<file path="config.mk">
export PLATFORM = sky130hd
export DESIGN_NAME = divmod_arbiter_flat
export DESIGN_NICKNAME = d
export VERILOG_FILES = /design/src/rtl/divmod_arbiter_pkg.sv /design/src/rtl/divmod_arbiter_if.sv /design/src/rtl/divmod_rsp_fifo.sv /design/src/rtl/divmod_arbiter.sv /design/src/flat_wrapper.sv
export SDC_FILE = /design/constraint.sdc
export NUM_CORES = 1
export LEC_CHECK = 0
export CAP_MARGIN = 10
export CORE_MARGIN = 2
export CORE_UTILIZATION = 56
export DETAILED_ROUTE_END_ITERATION = 10
export GPL_TIMING_DRIVEN = 0
export PLACE_DENSITY_LB_ADDON = 0.25
export SYNTH_ARGS = -nofsm -noshare
export SYNTH_HDL_FRONTEND = slang
export SYNTH_SLANG_ARGS = --single-unit
</file>
<file path="constraint.sdc">
create_clock -name clk -period 5.4 [get_ports clk]
set_clock_uncertainty 0.2 [all_clocks]
set_input_delay 1.08 -clock clk [delete_from_list [all_inputs] [get_ports clk]]
set_output_delay 1.08 -clock clk [all_outputs]
set_load 0.05 [all_outputs]
</file>
<file path="src/rtl/divmod_arbiter_pkg.sv">
// Shared types and defaults for the two-requester divide/modulo arbiter.
// Tags travel alongside the external divider so returns can be steered back.
package divmod_arbiter_pkg;

    localparam int DEPTH_DEFAULT = 8;
    localparam int LAT_DEFAULT   = 5;

    typedef enum logic {
        REQ_A = 1'b0,
        REQ_B = 1'b1
    } req_id_e;

    typedef struct packed {
        logic    valid;
        req_id_e id;
        logic    dz;
    } tag_t;

endpackage

</file>
<file path="src/rtl/divmod_arbiter_if.sv">
// Per-requester request/response bundle; the arbiter takes one slave port per requester.
interface divmod_arbiter_if;

    logic        req_valid;
    logic        req_ready;
    logic        req_mode;
    logic [31:0] req_dividend;
    logic [15:0] req_divisor;
    logic        rsp_valid;
    logic        rsp_ready;
    logic [31:0] rsp_result;
    logic        rsp_dz;

    modport master (
        output req_valid, req_mode, req_dividend, req_divisor, rsp_ready,
        input  req_ready, rsp_valid, rsp_result, rsp_dz
    );

    modport slave (
        input  req_valid, req_mode, req_dividend, req_divisor, rsp_ready,
        output req_ready, rsp_valid, rsp_result, rsp_dz
    );

endinterface

</file>
<file path="src/rtl/divmod_rsp_fifo.sv">
// Synchronous response FIFO holding {dz, result}; overflow is prevented upstream by credits.
module divmod_rsp_fifo #(
    parameter int DEPTH = 8
) (
    input  logic        clk,
    input  logic        reset,
    input  logic        push,
    input  logic [32:0] push_data,
    input  logic        pop,
    output logic        empty,
    output logic [32:0] head
);

    localparam int PW = $clog2(DEPTH);
    localparam int CW = PW + 1;

    logic [32:0]   mem [DEPTH];
    logic [PW-1:0] wr_ptr;
    logic [PW-1:0] rd_ptr;
    logic [CW-1:0] count;
    logic          do_push;
    logic          do_pop;

    assign do_push = push && (count != CW'(DEPTH));
    assign do_pop  = pop && (count != '0);
    assign empty   = (count == '0);
    assign head    = mem[rd_ptr];

    always_ff @(posedge clk) begin
        if (do_push) begin
            mem[wr_ptr] <= push_data;
        end
    end

    always_ff @(posedge clk) begin
        if (!reset) begin
            wr_ptr <= '0;
            rd_ptr <= '0;
            count  <= '0;
        end else begin
            if (do_push) begin
                wr_ptr <= wr_ptr + PW'(1);
            end
            if (do_pop) begin
                rd_ptr <= rd_ptr + PW'(1);
            end
            if (do_push && !do_pop) begin
                count <= count + CW'(1);
            end else if (!do_push && do_pop) begin
                count <= count - CW'(1);
            end
        end
    end

endmodule

</file>
<file path="src/rtl/divmod_arbiter.sv">
// Round-robin arbiter sharing one external pipelined divider between two requesters,
// with credit-limited per-requester response FIFOs and a tag pipeline for return steering.
module divmod_arbiter
    import divmod_arbiter_pkg::*;
#(
    parameter int DEPTH = DEPTH_DEFAULT,
    parameter int LAT   = LAT_DEFAULT
) (
    input  logic                 clk,
    input  logic                 reset,
    divmod_arbiter_if.slave      a,
    divmod_arbiter_if.slave      b,
    output logic                 div_valid_in,
    output logic                 div_mode,
    output logic [31:0]          div_dividend,
    output logic [15:0]          div_divisor,
    input  logic                 div_valid_out,
    input  logic [31:0]          div_result,
    output logic                 busy,
    output logic                 protocol_err
);

    localparam int CW = $clog2(DEPTH) + 1;

    logic [CW-1:0] out_a;
    logic [CW-1:0] out_b;
    req_id_e       last_grant;
    logic          elig_a, elig_b, grant_a, grant_b;
    logic          hs_a, hs_b, pop_a, pop_b, push_a, push_b;
    logic          empty_a, empty_b, any_tag;
    logic [32:0]   head_a, head_b;
    req_id_e       sel_id;
    logic          sel_mode;
    logic [31:0]   sel_dividend;
    logic [15:0]   sel_divisor;
    tag_t          issue_tag;
    tag_t          tags [LAT];
    tag_t          exit_tag;

    // Credits count everything not yet popped, so a full FIFO can never be overrun.
    always_comb begin
        elig_a       = a.req_valid && (out_a < CW'(DEPTH));
        elig_b       = b.req_valid && (out_b < CW'(DEPTH));
        grant_a      = elig_a && (!elig_b || (last_grant == REQ_B));
        grant_b      = elig_b && !grant_a;
        sel_id       = grant_a ? REQ_A : REQ_B;
        sel_mode     = grant_a ? a.req_mode : b.req_mode;
        sel_dividend = grant_a ? a.req_dividend : b.req_dividend;
        sel_divisor  = grant_a ? a.req_divisor : b.req_divisor;
    end

    assign a.req_ready = reset && grant_a;
    assign b.req_ready = reset && grant_b;
    assign hs_a        = a.req_valid && a.req_ready;
    assign hs_b        = b.req_valid && b.req_ready;

    always_ff @(posedge clk) begin
        if (!reset) begin
            div_valid_in <= 1'b0;
            div_mode     <= 1'b0;
            div_dividend <= '0;
            div_divisor  <= '0;
            issue_tag    <= '0;
            last_grant   <= REQ_B;
        end else if (hs_a || hs_b) begin
            div_valid_in <= 1'b1;
            div_mode     <= sel_mode;
            div_dividend <= sel_dividend;
            div_divisor  <= sel_divisor;
            issue_tag    <= '{valid: 1'b1, id: sel_id, dz: (sel_divisor == 16'd0)};
            last_grant   <= sel_id;
        end else begin
            div_valid_in <= 1'b0;
            issue_tag    <= '0;
        end
    end

    // The issue register is the first stage, so the last of these lines up with div_valid_out.
    always_ff @(posedge clk) begin
        if (!reset) begin
            for (int i = 0; i < LAT; i++) begin
                tags[i] <= '0;
            end
        end else begin
            tags[0] <= issue_tag;
            for (int i = 1; i < LAT; i++) begin
                tags[i] <= tags[i-1];
            end
        end
    end

    assign exit_tag = tags[LAT-1];
    assign push_a   = div_valid_out && exit_tag.valid && (exit_tag.id == REQ_A);
    assign push_b   = div_valid_out && exit_tag.valid && (exit_tag.id == REQ_B);
    assign pop_a    = a.rsp_valid && a.rsp_ready;
    assign pop_b    = b.rsp_valid && b.rsp_ready;

    always_ff @(posedge clk) begin
        if (!reset) begin
            protocol_err <= 1'b0;
        end else if (div_valid_out != exit_tag.valid) begin
            protocol_err <= 1'b1;
        end
    end

    always_ff @(posedge clk) begin
        if (!reset) begin
            out_a <= '0;
            out_b <= '0;
        end else begin
            case ({hs_a, pop_a})
                2'b10:   out_a <= out_a + CW'(1);
                2'b01:   out_a <= out_a - CW'(1);
                default: out_a <= out_a;
            endcase
            case ({hs_b, pop_b})
                2'b10:   out_b <= out_b + CW'(1);
                2'b01:   out_b <= out_b - CW'(1);
                default: out_b <= out_b;
            endcase
        end
    end

    divmod_rsp_fifo #(.DEPTH(DEPTH)) u_fifo_a (
        .clk       (clk),
        .reset     (reset),
        .push      (push_a),
        .push_data ({exit_tag.dz, div_result}),
        .pop       (pop_a),
        .empty     (empty_a),
        .head      (head_a)
    );

    divmod_rsp_fifo #(.DEPTH(DEPTH)) u_fifo_b (
        .clk       (clk),
        .reset     (reset),
        .push      (push_b),
        .push_data ({exit_tag.dz, div_result}),
        .pop       (pop_b),
        .empty     (empty_b),
        .head      (head_b)
    );

    assign a.rsp_valid  = reset && !empty_a;
    assign a.rsp_result = head_a[31:0];
    assign a.rsp_dz     = head_a[32];
    assign b.rsp_valid  = reset && !empty_b;
    assign b.rsp_result = head_b[31:0];
    assign b.rsp_dz     = head_b[32];

    always_comb begin
        any_tag = issue_tag.valid;
        for (int i = 0; i < LAT; i++) begin
            any_tag = any_tag || tags[i].valid;
        end
        busy = reset && (any_tag || !empty_a || !empty_b);
    end

endmodule

</file>
<file path="src/flat_wrapper.sv">
// flat-port wrapper written by rule: the top's interface ports become plain ports
module divmod_arbiter_flat import divmod_arbiter_pkg::*;
#(
    parameter int DEPTH = DEPTH_DEFAULT,
    parameter int LAT   = LAT_DEFAULT
)
  (clk, reset, div_valid_in, div_mode, div_dividend, div_divisor, div_valid_out, div_result, busy, protocol_err, a_req_valid, a_req_mode, a_req_dividend, a_req_divisor, a_rsp_ready, a_req_ready, a_rsp_valid, a_rsp_result, a_rsp_dz, b_req_valid, b_req_mode, b_req_dividend, b_req_divisor, b_rsp_ready, b_req_ready, b_rsp_valid, b_rsp_result, b_rsp_dz);
  divmod_arbiter_if a_i ();
  divmod_arbiter_if b_i ();
  input  logic clk;
  input  logic reset;
  output logic div_valid_in;
  output logic div_mode;
  output logic [31:0] div_dividend;
  output logic [15:0] div_divisor;
  input  logic div_valid_out;
  input  logic [31:0] div_result;
  output logic busy;
  output logic protocol_err;
  input wire logic [$bits(a_i.req_valid)-1:0] a_req_valid;
  input wire logic [$bits(a_i.req_mode)-1:0] a_req_mode;
  input wire logic [$bits(a_i.req_dividend)-1:0] a_req_dividend;
  input wire logic [$bits(a_i.req_divisor)-1:0] a_req_divisor;
  input wire logic [$bits(a_i.rsp_ready)-1:0] a_rsp_ready;
  output wire logic [$bits(a_i.req_ready)-1:0] a_req_ready;
  output wire logic [$bits(a_i.rsp_valid)-1:0] a_rsp_valid;
  output wire logic [$bits(a_i.rsp_result)-1:0] a_rsp_result;
  output wire logic [$bits(a_i.rsp_dz)-1:0] a_rsp_dz;
  input wire logic [$bits(b_i.req_valid)-1:0] b_req_valid;
  input wire logic [$bits(b_i.req_mode)-1:0] b_req_mode;
  input wire logic [$bits(b_i.req_dividend)-1:0] b_req_dividend;
  input wire logic [$bits(b_i.req_divisor)-1:0] b_req_divisor;
  input wire logic [$bits(b_i.rsp_ready)-1:0] b_rsp_ready;
  output wire logic [$bits(b_i.req_ready)-1:0] b_req_ready;
  output wire logic [$bits(b_i.rsp_valid)-1:0] b_rsp_valid;
  output wire logic [$bits(b_i.rsp_result)-1:0] b_rsp_result;
  output wire logic [$bits(b_i.rsp_dz)-1:0] b_rsp_dz;
  assign a_i.req_valid = a_req_valid;
  assign a_i.req_mode = a_req_mode;
  assign a_i.req_dividend = a_req_dividend;
  assign a_i.req_divisor = a_req_divisor;
  assign a_i.rsp_ready = a_rsp_ready;
  assign a_req_ready = a_i.req_ready;
  assign a_rsp_valid = a_i.rsp_valid;
  assign a_rsp_result = a_i.rsp_result;
  assign a_rsp_dz = a_i.rsp_dz;
  assign b_i.req_valid = b_req_valid;
  assign b_i.req_mode = b_req_mode;
  assign b_i.req_dividend = b_req_dividend;
  assign b_i.req_divisor = b_req_divisor;
  assign b_i.rsp_ready = b_rsp_ready;
  assign b_req_ready = b_i.req_ready;
  assign b_rsp_valid = b_i.rsp_valid;
  assign b_rsp_result = b_i.rsp_result;
  assign b_rsp_dz = b_i.rsp_dz;
  divmod_arbiter #(.DEPTH(DEPTH), .LAT(LAT)) u_core (.clk(clk), .reset(reset), .a(a_i), .b(b_i), .div_valid_in(div_valid_in), .div_mode(div_mode), .div_dividend(div_dividend), .div_divisor(div_divisor), .div_valid_out(div_valid_out), .div_result(div_result), .busy(busy), .protocol_err(protocol_err));
endmodule
</file>
# --- Word level (Yosys, flattened, before mapping) ---
# Memories as Yosys holds them, arrays and structs flattened. A register that Yosys moved wholly into a read port is not among the register bits.
# Cells that the tools add are included.
word_totals:
  regBits: 83
  mem_bits_rw: 543
  output_inout_bits: 122
  wordCells: 125
  n_memories: 3
classes:
  addsub: 12
  n_lt_le_gt_ge: 2
  n_eq_ne: 7
  n_mux: 27
  bitwise: 6
  reduce_logical: 51
mem_list:
  columns: ["name", "words", "word_bits", "read_ports", "rd_ports_with_merged_regs", "wr", "line", "rtl"]
  rows:
  - ["u_core.u_fifo_a.mem", 8, 33, 1, 1, 1, "divmod_rsp_fifo.sv:17", "logic [32:0] mem [DEPTH];"]
  - ["u_core.u_fifo_b.mem", 8, 33, 1, 1, 1, "divmod_rsp_fifo.sv:17", null]
  - ["u_core.tags", 5, 3, 5, 0, 5, "divmod_arbiter.sv:37", "tag_t tags [LAT];"]
op_table:
  columns: ["operator", "n"]
  rows:
  - ["32-bit two-way mux", 1]
  - ["3-bit two-way mux", 10]
  - ["1-bit logical AND", 24]
  - ["4-bit by 1-bit adder with 4-bit output (second input constant)", 4]
  - ["16-bit zero test", 1]
  - ["16-bit two-way mux", 1]
  - ["4-bit two-way mux", 4]
  - ["4-bit one-hot mux with 2 select lines", 2]
  - ["4-bit by 1-bit subtractor with 4-bit output (second input constant)", 4]
  - ["3-bit by 1-bit adder with 3-bit output (second input constant)", 4]
  - ["1-bit logical OR", 9]
  - ["1-bit two-way mux", 9]
  - ["1-bit zero test", 8]
  - ["4-bit zero test", 2]
  - ["4-bit less-than comparator (second input constant)", 2]
  - ["4-bit inequality test (second input constant)", 2]
  - ["2-bit nonzero test", 4]
  - ["4-bit nonzero test", 2]
  - ["1-bit bitwise OR", 5]
  - ["2-bit by 1-bit == test with 1-bit output (second input constant)", 2]
  - ["2-bit == test (second input constant)", 2]
  - ["2-bit AND reduction", 1]
  - ["1-bit inequality test", 1]
  - ["1-bit inverter", 1]

# --- Longest topological paths before layout ---
logic_depth:
  word_depth: 11
  depth_mapped: 10

# --- Modules after synthesis ---
# From an unflattened synthesis, not the netlist that was laid out.
hier_totals:
  cells_unflattened: 1310
  area_unflattened_um2: 24442.2
by_module_without_submodules:
  columns: ["module", "instances", "cells_each", "area_each_um2", "seq_area_each_um2"]
  rows:
  - ["divmod_rsp_fifo", 2, 454, 10592.7, 8187.9]
  - ["divmod_arbiter", 1, 402, 3256.9, 1541.5]

# --- Worst setup path before layout ---
# OpenSTA, ideal clock, no wires.
synth_timing:
  kind: "in2reg"
  start: "input port div_valid_out"
  end: "memory u_core.u_fifo_a.mem[0][0], enable pin"
  setup_time_ns: 0.464
  arrival_ns: 4.055
  required_time_ns: 4.736
  path_slack_ns: 0.681
  path_stages: 5
  path_buffers: 0
  path_cell_list: "ha_1 nand2b_1 a21oi_1 nand2b_1 nor3_1"
synth_via:
  elab_chain_len: 5
synth_rtl:
  columns: ["item", "line", "rtl"]
  rows:
  - ["from (decl)", "flat_wrapper.sv:16", "input logic div_valid_out;"]
  - ["1-bit logical AND (2 in series)", "divmod_arbiter.sv:93", "assign push_a = div_valid_out && exit_tag.valid && (exit_tag.id == REQ_A);"]
  - ["1-bit logical AND", "divmod_rsp_fifo.sv:24", "assign do_push = push && (count != CW'(DEPTH));"]
  - ["named net u_core.u_fifo_a.do_push", "divmod_rsp_fifo.sv:21", "logic do_push;"]
  - ["1-bit two-way mux", "divmod_rsp_fifo.sv:30", "if (do_push) begin"]
  - ["1-bit two-way mux (implied by the code)", "divmod_rsp_fifo.sv:31", "mem[wr_ptr] <= push_data;"]
  - ["to (decl)", "divmod_rsp_fifo.sv:17", null]
# The timed path passes the listed nets, and every way through them passes these cells.

# --- Final worst setup path ---
layout_timing:
  start: "input port b_req_valid"
  end: "output port b_req_ready"
layout_via:
  elab_chain_len: 7
layout_rtl:
  columns: ["item", "line", "rtl"]
  rows:
  - ["from (decl)", "flat_wrapper.sv:29", "input wire logic [$bits(b_i.req_valid)-1:0] b_req_valid;"]
  - ["1-bit logical AND (*)", "divmod_arbiter.sv:43", "elig_b = b.req_valid && (out_b < CW'(DEPTH));"]
  - ["1-bit zero test", "divmod_arbiter.sv:44", "grant_a = elig_a && (!elig_b || (last_grant == REQ_B));"]
  - ["1-bit logical OR", "divmod_arbiter.sv:44", null]
  - ["1-bit logical AND", "divmod_arbiter.sv:44", null]
  - ["1-bit zero test", "divmod_arbiter.sv:45", "grant_b = elig_b && !grant_a;"]
  - ["1-bit logical AND (*)", "divmod_arbiter.sv:45", null]
  - ["1-bit logical AND (*)", "divmod_arbiter.sv:53", "assign b.req_ready = reset && grant_b;"]
  - ["to (decl)", "flat_wrapper.sv:34", "output wire logic [$bits(b_i.req_ready)-1:0] b_req_ready;"]
# Every way passes the cells marked *; elsewhere a longest branch is shown, timed or not.

==> flow_summary_export.csv <==
group,metric,value,unit
placed_design,placed_cell_area,28420,µm²
sta,finalSetupViolations,0,
sta,min_period,4.796,ns
power,leakage,10.47,nW
detailed_routing,routed_wl,57880,µm
cells_and_area,syn2layout_area_growth,23.53,%
cts,insertion_delay,0.61,ns
synthesis,avgSynthCellArea,19.57,µm²
sta,drv_slew,0,
grt,grt_usage,26.09,%
grt,grt_pass1_wl,86170,µm
worst_hold_path,min_path_type,"flop to flop",
detailed_routing,wl_per_cell,25.88,µm
cells_and_area,seqCellArea,17920,µm²
synthesis,syn_area,24560,µm²
floorplan,die_height,213.4,µm
grt,grt_overflow,0,
critical_path,arrival,3.52,ns
floorplan,die_w,213.4,µm
critical_path,slowest_delay,0.84,ns
cts,cts_root_buffer,"clkbuf_16",
critical_path,critPathMaxFanout,9,
run_status,outcome,"finished, final reports clean",
cts,cts_tree,"built",
detailed_routing,num_vias,13280,
cells_and_area,n_antenna_cell,0,
cells_and_area,mostFrequentLayoutCell,"edfxtp_1",
cells_and_area,finalNetCount,1760,
floorplan,coreArea,43170,µm²
sta,fmax,208.5,MHz
power,p_per_area,347.2,nW/µm²
cts,cts_buffer_depth,3,
cells_and_area,multiInputGateArea,6341,µm²
critical_path,cp.required,4.12,ns
critical_path,critPathCaptureType,"primary output",
cells_and_area,fill_cells,2696,
sta,slew-limit-headroom,41.08,%
cts,path_clk_slew,0.06,ns
cts,cts_buffers,61,
grt,grt_start_max_net_pins,24,
floorplan,dieArea,45550,µm²
detailed_routing,drcViolationCount,0,
placed_design,post-dp-hpwl,37100,µm
detailed_routing,drt-initial-drc-count,1150,
synthesis,syn_nets,1412,
synthesis,synth_edf_count,528,
cells_and_area,fin_area,30340,µm²
detailed_routing,first_pass_iters,5,
cells_and_area,layout_common_cells,"528 x edfxtp_1, 257 x clkdlybuf4s50_1, 132 x mux4_2, 103 x dfxtp_1, 71 x nand2_1",
synthesis,yosysWarnings,0,
critical_path,cp_cell_sequence,"clkdlybuf4s50_1, inv_1, o311ai_2, nand2b_1, inv_1, clkdlybuf4s50_1",
detailed_routing,vias_per_cell,5.941,
detailed_routing,ant_nets,0,
cts,cts_resized,0,
grt,grt_pass1_vias,13870,
critical_path,cpMaxStageDelayCell,"clkdlybuf4s50_1",
synthesis,synthArstFlopShare,0,%
grt,antenna_found_initial,0,
synthesis,syn_inst,1255,
sta,grt_setup_unrepaired,"false",
floorplan,core.rowCount,76,
synthesis,ys_types,40,
sta,worst_pin_slew,0.8837,ns
run,cap_viol_max_count,0,
power,irDropWorstVdd,0.2400,mV
synthesis,synthFlopType,"edfxtp_1",
synthesis,yosysSeqAreaShare,72.96,%
cts,cts-hold-fix-buffers,0,
cts,postCtsSetupRepairBufs,0,
placed_design,gp_congestion,0.8970,
synthesis,synth-seq-cells,631,
floorplan,pin_count,259,
sta,fin_crit_sh,88.81,%
placed_design,port-buffer-count,257,
critical_path,crit_type,"primary input to primary output",
sta,finalHoldViolations,0,
cts,h-tree-depth,2,
placed_design,dp_slack,0.5874,ns
cts,cts_sinks,631,
floorplan,start_util,56.89,%
cells_and_area,drive_above_1_share,22.23,%
sta,setup_ws,0.6042,ns
critical_path,worst_setup_path_start_kind,"primary input",
synth_stat cells (9+ instances only):
master    count  share of area (%)
clkbuf_1     28               0.43
nand2b_1     14               0.36
and2_1       27               0.69
nand2_1      71                1.1
ha_1         17               0.87
o211a_1      49                2.0
buf_2        22               0.45
mux4_2      132                 12
mux2_2       66                3.0
inv_1        15               0.23
dfxtp_1     103                8.4
mux2i_1      61                2.5
nor2_1       17               0.26
edfxtp_1    528                 65
o21ai_0      12               0.24
nor4_1        9               0.23
flip-flops by register name (all words and copies together), names as in the netlist, 4 cells and up, named ones only:
name	cells
u_core.out_b	4
u_core.u_fifo_b.count	4
u_core.u_fifo_a.mem	264
u_core.div_dividend	32
u_core.tags	15
u_core.out_a	4
u_core.u_fifo_b.mem	264
u_core.div_divisor	16
u_core.u_fifo_a.count	4
path summary, 6_finish.rpt:
kind | endpoint | slack [ns] | depth (start not counted) | start
setup / recovery | b_req_ready | 0.60 | 6 | b_req_valid
setup reg to reg | u_core.out_a[2] | 2.28 | 10 | u_core.u_fifo_a.count[0]
hold / removal | u_core.tags[0][0] | 0.23 | 1 | u_core.issue_tag[0]
hold reg to reg | u_core.tags[0][0] | 0.23 | 1 | u_core.issue_tag[0]
layout make-up:
class                   count  area share, %
flip-flops and latches    631          59.06
repair buffers            285          9.939
clock buffers              79          5.357
inverters                  15         0.1856
clock inverters            32         0.9774
well taps                 585          2.413
multi-input cells         543          20.90
plain buffers              66          1.167
where the power goes:
group	total, W	leakage (nW)	switching [W]	internal [W]
Clock	0.00411	0.937	0.00180	0.00232
Sequential	0.00535	5.57	0.0000352	0.00531
Combinational	0.00107	3.96	0.000608	0.000463
per-layer routing:
| metal | part of all wire [%] | track usage, % | vias up | wire length [µm] |
|---|---|---|---|---|
| met2 | 51 | 44.46 | 601 | 29290 |
| li1 | - | - | 5728 | - |
| met1 | 39 | 34.09 | 6862 | 22430 |
| met4 | 2.3 | 6.897 | 0 | 1345 |
| met3 | 8.3 | 6.195 | 92 | 4808 |
| met5 | 0 | 0 | - | 0 |
critical path, delay by kind of cell:
kind	cells	cell delay [ns]
AOI/OAI and AO/OA	1	0.63
and+or+nand+nor	1	0.26
buffers and inverters	4	1.54
kinds of logic after synthesis:
group / after synthesis / share of synthesized area [%]
AO/OA/AOI/OAI: 84 / 2.899
buffers and inverters: 81 / 1.671
AND/OR/NAND/NOR: 169 / 3.352
XOR/XNOR: 11 / 0.3923
flip-flops: 631 / 72.96
multiplexers: 259 / 17.62
adder cells (fa/ha/maj): 20 / 1.111
through the flow:
stage               total power [W]  cells  hold slack, ns  TNS [ns]  utilization (%)
CTS                         0.01061   2236          0.2373         0            70.27
detailed placement         0.006526   2125          0.2225         0            65.82
global route                0.01085   2236          0.2485         0            70.27
floorplan                  0.006111   1255          0.2119         0                -
global placement           0.006506   2097          0.2152   -511.08            64.54
finish                      0.01053   2236          0.2327         0            70.27
Note: power is estimated with default switching activity, not from simulation.
